--- config.mk ---
export PLATFORM = sky130hd
export DESIGN_NAME = mem_stage_lsu
export DESIGN_NICKNAME = d
export VERILOG_FILES = /design/src/rtl/mem_stage_lsu.sv
export SDC_FILE = /design/constraint.sdc
export NUM_CORES = 1
export LEC_CHECK = 0
export BUFFER_PORTS_ARGS = -buffer_cell sky130_fd_sc_hd__buf_2
export CAP_MARGIN = 40
export CORE_UTILIZATION = 44
export CTS_BUF_LIST = sky130_fd_sc_hd__clkbuf_8
export CTS_CLUSTER_DIAMETER = 100
export DETAILED_ROUTE_END_ITERATION = 10
export PLACE_DENSITY = 0.86
export SLEW_MARGIN = 20
export SYNTH_ARGS = -nofsm -noshare
export SYNTH_HDL_FRONTEND = slang
export SYNTH_SLANG_ARGS = --single-unit
--- constraint.sdc ---
create_clock -name clk_i -period 1.3 [get_ports clk_i]
set_input_delay 0.065 -clock clk_i [delete_from_list [all_inputs] [get_ports clk_i]]
set_output_delay 0.065 -clock clk_i [all_outputs]
set_load 0.05 [all_outputs]
--- src/rtl/mem_stage_lsu.sv ---
// M-stage load/store unit: bus request/grant/response FSM with byte lanes.
// Ports: clk_i/rst_n_i, M-stage access in, bus_* channel, stall/wb/misalign out. Macro: LSU_MISALIGN_TRAP_EN.
module mem_stage_lsu #(
  parameter int WIDTH = 32
) (
  input  logic             clk_i,
  input  logic             rst_n_i,
  input  logic             mem_wr_en_m_i,
  input  logic             result_src_m_i,
  input  logic             mem_byte_en_m_i,
  input  logic [WIDTH-1:0] alu_result_m_i,
  input  logic [WIDTH-1:0] rd_data2_m_i,
  output logic             bus_req_o,
  output logic             bus_we_o,
  output logic [WIDTH-1:0] bus_addr_o,
  output logic [WIDTH-1:0] bus_wdata_o,
  output logic [3:0]       bus_be_o,
  input  logic             bus_gnt_i,
  input  logic             bus_rvalid_i,
  input  logic [WIDTH-1:0] bus_rdata_i,
  output logic             stall_o,
  output logic [WIDTH-1:0] wb_data_o,
  output logic             wb_valid_o,
  output logic             misalign_o
);

  typedef enum logic [1:0] {
    IDLE = 2'd0,
    REQ  = 2'd1,
    WAIT = 2'd2,
    DONE = 2'd3
  } state_t;

  state_t r_state;
  state_t w_next;

  logic             r_we;
  logic [WIDTH-1:0] r_addr;
  logic [WIDTH-1:0] r_wdata;
  logic [3:0]       r_be;
  logic             r_byte;
  logic [1:0]       r_lane;
  logic             r_load;
  logic [WIDTH-1:0] r_wb_data;

  logic             w_access;
  logic             w_misal;
  logic [3:0]       w_be;
  logic [WIDTH-1:0] w_wdata;
  logic [WIDTH-1:0] w_addr;
  logic [7:0]       w_rbyte;
  logic [WIDTH-1:0] w_fmt;

  assign w_access = mem_wr_en_m_i | result_src_m_i;

  assign w_be    = mem_byte_en_m_i ? (4'b0001 << alu_result_m_i[1:0])
                                   : 4'hF;
  assign w_wdata = mem_byte_en_m_i ? {4{rd_data2_m_i[7:0]}}
                                   : rd_data2_m_i;
  assign w_addr  = {alu_result_m_i[WIDTH-1:2], 2'b00};

  // Byte loads pick the lane latched at request time and sign-extend.
  assign w_rbyte = bus_rdata_i[{r_lane, 3'b000} +: 8];
  assign w_fmt   = r_byte ? {{(WIDTH-8){w_rbyte[7]}}, w_rbyte}
                          : bus_rdata_i;

`ifdef LSU_MISALIGN_TRAP_EN
  logic r_mis;

  assign w_misal    = ~mem_byte_en_m_i & (alu_result_m_i[1:0] != 2'b00);
  assign misalign_o = (r_state == DONE) & r_mis;
  assign wb_valid_o = (r_state == DONE) & r_load & ~r_mis;

  always_ff @(posedge clk_i or negedge rst_n_i) begin
    if (!rst_n_i) begin
      r_mis <= 1'b0;
    end else if (r_state == IDLE && w_access) begin
      r_mis <= w_misal;
    end
  end
`else
  assign w_misal    = 1'b0;
  assign misalign_o = 1'b0;
  assign wb_valid_o = (r_state == DONE) & r_load;
`endif

  always_comb begin
    w_next = r_state;
    unique case (r_state)
      IDLE: begin
        if (w_access) begin
          w_next = w_misal ? DONE : REQ;
        end
      end
      REQ: begin
        if (bus_gnt_i) begin
          w_next = r_we ? DONE : WAIT;
        end
      end
      WAIT: begin
        if (bus_rvalid_i) begin
          w_next = DONE;
        end
      end
      DONE: begin
        w_next = IDLE;
      end
    endcase
  end

  // Reset gating keeps stall low while rst_n_i is held with an access present.
  assign stall_o = (rst_n_i & (r_state == IDLE) & w_access)
                 | (r_state == REQ)
                 | (r_state == WAIT);

  assign bus_req_o   = (r_state == REQ);
  assign bus_we_o    = r_we;
  assign bus_addr_o  = r_addr;
  assign bus_wdata_o = r_wdata;
  assign bus_be_o    = r_be;
  assign wb_data_o   = r_wb_data;

  always_ff @(posedge clk_i or negedge rst_n_i) begin
    if (!rst_n_i) begin
      r_state   <= IDLE;
      r_we      <= 1'b0;
      r_addr    <= '0;
      r_wdata   <= '0;
      r_be      <= 4'h0;
      r_byte    <= 1'b0;
      r_lane    <= 2'b00;
      r_load    <= 1'b0;
      r_wb_data <= '0;
    end else begin
      r_state <= w_next;
      if (r_state == IDLE && w_access) begin
        r_load <= ~mem_wr_en_m_i;
      end
      if (r_state == IDLE && w_next == REQ) begin
        r_we    <= mem_wr_en_m_i;
        r_addr  <= w_addr;
        r_wdata <= w_wdata;
        r_be    <= w_be;
        r_byte  <= mem_byte_en_m_i;
        r_lane  <= alu_result_m_i[1:0];
      end
      if (r_state == WAIT && bus_rvalid_i) begin
        r_wb_data <= w_fmt;
      end
    end
  end

endmodule

# Word level (Yosys, flattened, before mapping)
# Cells that the tools add are included.
# word_totals
ramBits,0
n_memories,0
romBits,0
latchBits,0
ff_bits,105
# classes
shift,2
n_reduce_logical,4
add_sub_neg,0
n_mul,0
eq_ne,4
div_mod_pow,0
n_bitwise,7
n_mux,8
magnitude_cmp,0
# ops
op,count
2-to-1 mux 32 bit,2
indexed part select 32 x 6 -> 8 bit,1
one-hot mux 2 bit (4 select lines),1
2-to-1 mux 2 bit,3
"equality test 2 x 1 -> 1 bit, second input constant",2
"equality test 2 bit, second input constant",2
2-to-1 mux 4 bit,1
"<< shifter 1 x 2 -> 4 bit, first input constant",1
AND 1 bit,3
logical AND 1 bit,3
bitwise OR 1 bit,3
zero test 2 bit,1
2-to-1 mux 1 bit,1
inverter 1 bit,1

# Longest topological paths before layout
# logic_depth
word_depth,5
depth_mapped,6
ltp_nobuf,4

# Least setup slack after synthesis
# Ideal clock, no wire load.
# synth_path
path_kind,register -> output
startpoint,register r_state[1]
endpoint,output stall_o
t_required_ps,1235
path_stages_with_launch,3
setup_slack_ps,-418
t_arrival_ps,1653
path_cell_list,dfrtp_1 nor2b_1 a211o_1
# synth_between
word_cells_on_any_way,7
# synth_lines
element,line_no,source
"start, declared",34,state_t r_state;
"start signal, assigned",135,r_state <= w_next;
equality test 2 x 1 -> 1 bit,n/a,
named net bus_req_o,13,"output logic bus_req_o,"
bitwise OR 1 bit,113,| (r_state == REQ)
bitwise OR 1 bit,114,| (r_state == WAIT);
"end, declared",21,"output logic stall_o,"
# The timed path passes the listed nets, and every way through them passes these cells.

# Final worst setup path
# layout_path
startpoint,register r_state[0]
endpoint,register r_wb_data[1] (netlist: wb_data_o[1])
# layout_between
elab_chain_cells,2
# layout_lines
element,line_no,source
equality test 2 bit,147,if (r_state == WAIT && bus_rvalid_i) begin
logical AND 1 bit,147,
"end signal, assigned",148,r_wb_data <= w_fmt;
"end, declared",44,logic [WIDTH-1:0] r_wb_data;
# Every way passes these cells.
# A chain may end at the register's enable or synchronous reset.

==> flow_metrics.env <==
export IMPL_grt_pass1_vias=5104
export IMPL_min_period_ps=1650
export IMPL_synth_top_area_cell="dfrtp_1"
export IMPL_synth_seq_cells=105
export IMPL_die_x_um=104
export IMPL_rsz0062_at_grt="true"
export IMPL_crit_type="reg2reg"
export IMPL_clock_skew_ps=12.3
export IMPL_fin_setup_tns_ps=-27530
export IMPL_antenna_found_initial=0
export IMPL_ys_types=31
export IMPL_p_leak_nw=3.83
export IMPL_violations="setup timing"
export IMPL_cts_sinks=105
export IMPL_p_int_mw=11.9
export IMPL_clk_latency_ps=380
export IMPL_worstMarginPinSlew_ps=554
export IMPL_drcViolationCount=0
export IMPL_dr_pass1_iters=7
export IMPL_numCtsBuffers=9
export IMPL_switchingPower_mw=13.5
export IMPL_netlist_area_leader_share=0.580
export IMPL_syn_inst=406
export IMPL_ys_top_cells_by_area="dfrtp_1 (58%), mux2_2 (10%), a21oi_1 (8.4%), mux2i_1 (5.7%), nor2_1 (4.6%)"
export IMPL_start_util=0.460
export IMPL_hold_viol_final=0
export IMPL_netlist_area_sq_um=4530
export IMPL_maxCapViolations=0
export IMPL_period_share=1.27
export IMPL_grt_max_degree=106
export IMPL_status="finished, violations left"
export IMPL_ctsLongestPathBuffers=2
export IMPL_viasPerCell=5.80
export IMPL_report_final_slew_viol_count=0
export IMPL_grt_usage=0.332
export IMPL_io_pins=208
export IMPL_reg2reg_to="wb_data_o[1]"
export IMPL_cp_required_ps=1590
export IMPL_syn2layout_area_growth_pct=80.5
export IMPL_cts_root_buf="clkbuf_8"
export IMPL_whs_endpoint="bus_wdata_o[10]"
export IMPL_drive_above_1_share=0.615
export IMPL_place_gp_congestion=0.969
export IMPL_cts_htree_levels=3
export IMPL_ant_nets=0
export IMPL_port_buffers=204
export IMPL_grtUsageMet3=0.0711
export IMPL_dp_hpwl_mm=8.74
export IMPL_use_met2=0.584
export IMPL_rows=36
export IMPL_combPwrFrac=0.671
export IMPL_hp_class="in2reg"
export IMPL_p_clk_frac=0.077
export IMPL_wl_per_cell_um=23.3
export IMPL_critical_path_peak_fanout=6
export IMPL_dieArea_sq_um=10700
export IMPL_r2r_start="r_state[0]"
export IMPL_vias=5034
export IMPL_fin_cells=868
export IMPL_clock_fmax_ghz=0.605
export IMPL_setup_viol=107
export IMPL_cp_end_kind="flop"
export IMPL_worstRegToRegCells=7
export IMPL_antenna_cells=0
export IMPL_grt_pass1_wl_mm=27.4
export IMPL_clk_pin_slew_ps=110
export IMPL_cp_start_kind="flop"
export IMPL_synth_yosys_seq_area_share=0.580
export IMPL_avgSynthCellArea_sq_um=11.2
export IMPL_hold_depth=3
export IMPL_fp_coreArea_sq_um=9860
export IMPL_power_density_nw_per_um2=3100
export IMPL_busiest_layer="met2"
export IMPL_p_total_mw=25.3
export IMPL_die_h_um=104
export IMPL_nets=833
export IMPL_drtIter0Drc=423
export IMPL_ir_drop_mv=1.90
export IMPL_switching_share=0.532
export IMPL_place_inst=736
export IMPL_routed_wl_mm=20.3
export IMPL_crit_arrival_ps=1940
export IMPL_use_met1=0.372
export IMPL_timing_slew_headroom=0.631
export IMPL_worst_hold_startpoint="rd_data2_m_i[10]"
export IMPL_ys_warn_count=0
export IMPL_grt_ovfl_total=0
export IMPL_setup_slack_ps=-352
export IMPL_seqPwrFrac=0.252
export IMPL_cts_tree="yes"
export IMPL_r2r_slack_ps=-350
export IMPL_final_util=0.829
-- registers in the layout (all words and copies together), names as in the netlist --
register / flops
bus_addr_o: 30
bus_be_o: 4
bus_wdata_o: 32
bus_we_o: 1
r_byte: 1
r_lane: 2
r_load: 1
r_state: 2
wb_data_o: 32
-- synth_stat cells, drive strengths merged --
cell type  instances
nor2b              1
a21o               1
nor3b              1
o21ai             15
mux4               1
buf               27
and2b              1
mux2              41
a311oi             6
a211o              1
mux2i             26
and2               1
inv               14
conb               1
dfrtp            105
o211ai             1
nor2              55
nand2             12
o21a               1
nand2b             3
a31oi              3
a21oi             76
clkbuf             4
o22ai              7
nor3               1
and3               1
-- per-layer routing --
metal,vias to the layer above,share of wire
li1,2047,-
met1,2426,0.34
met2,425,0.50
met3,136,0.091
met4,0,0.065
met5,-,0
-- power groups by stage --
stage | clock [mW] | sequential (mW) | combinational, mW
after CTS | 1.93 | 6.05 | 14.8
after detailed placement | 0 | 5.88 | 11.9
after global placement | 0 | 5.79 | 11.6
after floorplan | 0 | 11.2 | 3.63
after global routing | 2.10 | 6.50 | 17.5
final | 1.95 | 6.39 | 17.0
-- per-stage QoR --
step                      worst slack [ps]  hold slack (ps)  area, sq um
after floorplan                      -58.6             -231         4600
after global placement                -101              231         5820
after detailed placement              -189              243         5820
after CTS                             -289            0.141         7700
after global routing                  -440             13.1         8180
final                                 -352             13.7         8180
-- repair_timing --
action / 4_1_cts / 5_1_grt
pin swaps: 7 / 16
endpoints found under the setup margin: 98 / 107
hold buffers: 71 / 0
cloned: 15 / 3
endpoints found under the hold margin: 179 / 0
setup buffers: 15 / 22
gates resized for setup: 154 / 118
-- worst max-delay path by stage --
stage	cells past startpoint	slack [ps]	end	start
floorplan	5	-60	wb_data_o[15]	r_lane[0]
global placement	3	-100	bus_wdata_o[5]	r_state[0]
detailed placement	4	-190	wb_data_o[3]	r_lane[0]
CTS	5	-290	stall_o	r_state[0]
global route	7	-440	wb_data_o[1]	r_state[0]
finish	7	-350	wb_data_o[1]	r_state[0]
-- placed cells by master, fill, tap and decap left out, types with 3 or more instances in the layout --
cell type and n:
nor2_1 10, buf_4 19, o21ai_1 8, buf_2 200
buf_8 5, inv_1 13, dlygate4sd3_1 71, a31oi_1 3
nand2_4 4, o21ai_2 6, buf_12 20, dfrtp_1 102
nor2_4 29, buf_6 16, a311oi_1 6, nand2b_1 3
a21oi_2 58, nor2_2 16, clkbuf_8 9, mux2i_1 25
mux2_4 41, dfrtp_2 3, inv_6 3, o22ai_1 7
a21oi_1 18, nand2_1 10, buf_16 5, clkinvlp_4 3
clkbuf_16 3, conb_1 3
-- area by class of cell --
class                           instances  area, sq um
Timing Repair Buffer                  339         2720
Sequential cell                       105         2630
Multi-Input combinational cell        261         2430
Fill cell                             484         1680
Tap cell                              133          166
Clock buffer                            9          124
Clock inverter                          7         53.8
Inverter                               14         52.6
-- worst max-delay path, cell delays in order (launching register included) --
cell and delay [ps]:
dfrtp_1 430, and2b_2 250, buf_6 110, and2_4 260, buf_6 130, buf_8 140
o21ai_2 60, o21ai_1 190
-- kinds of logic after synthesis --
| kind of cell | synth area share |
|---|---|
| compound gates | 0.133 |
| buf+inv | 0.0516 |
| flops | 0.580 |
| mux | 0.164 |
| other cells | 0.000827 |
| simple gates | 0.0709 |
(Power assumes the default switching activity.)
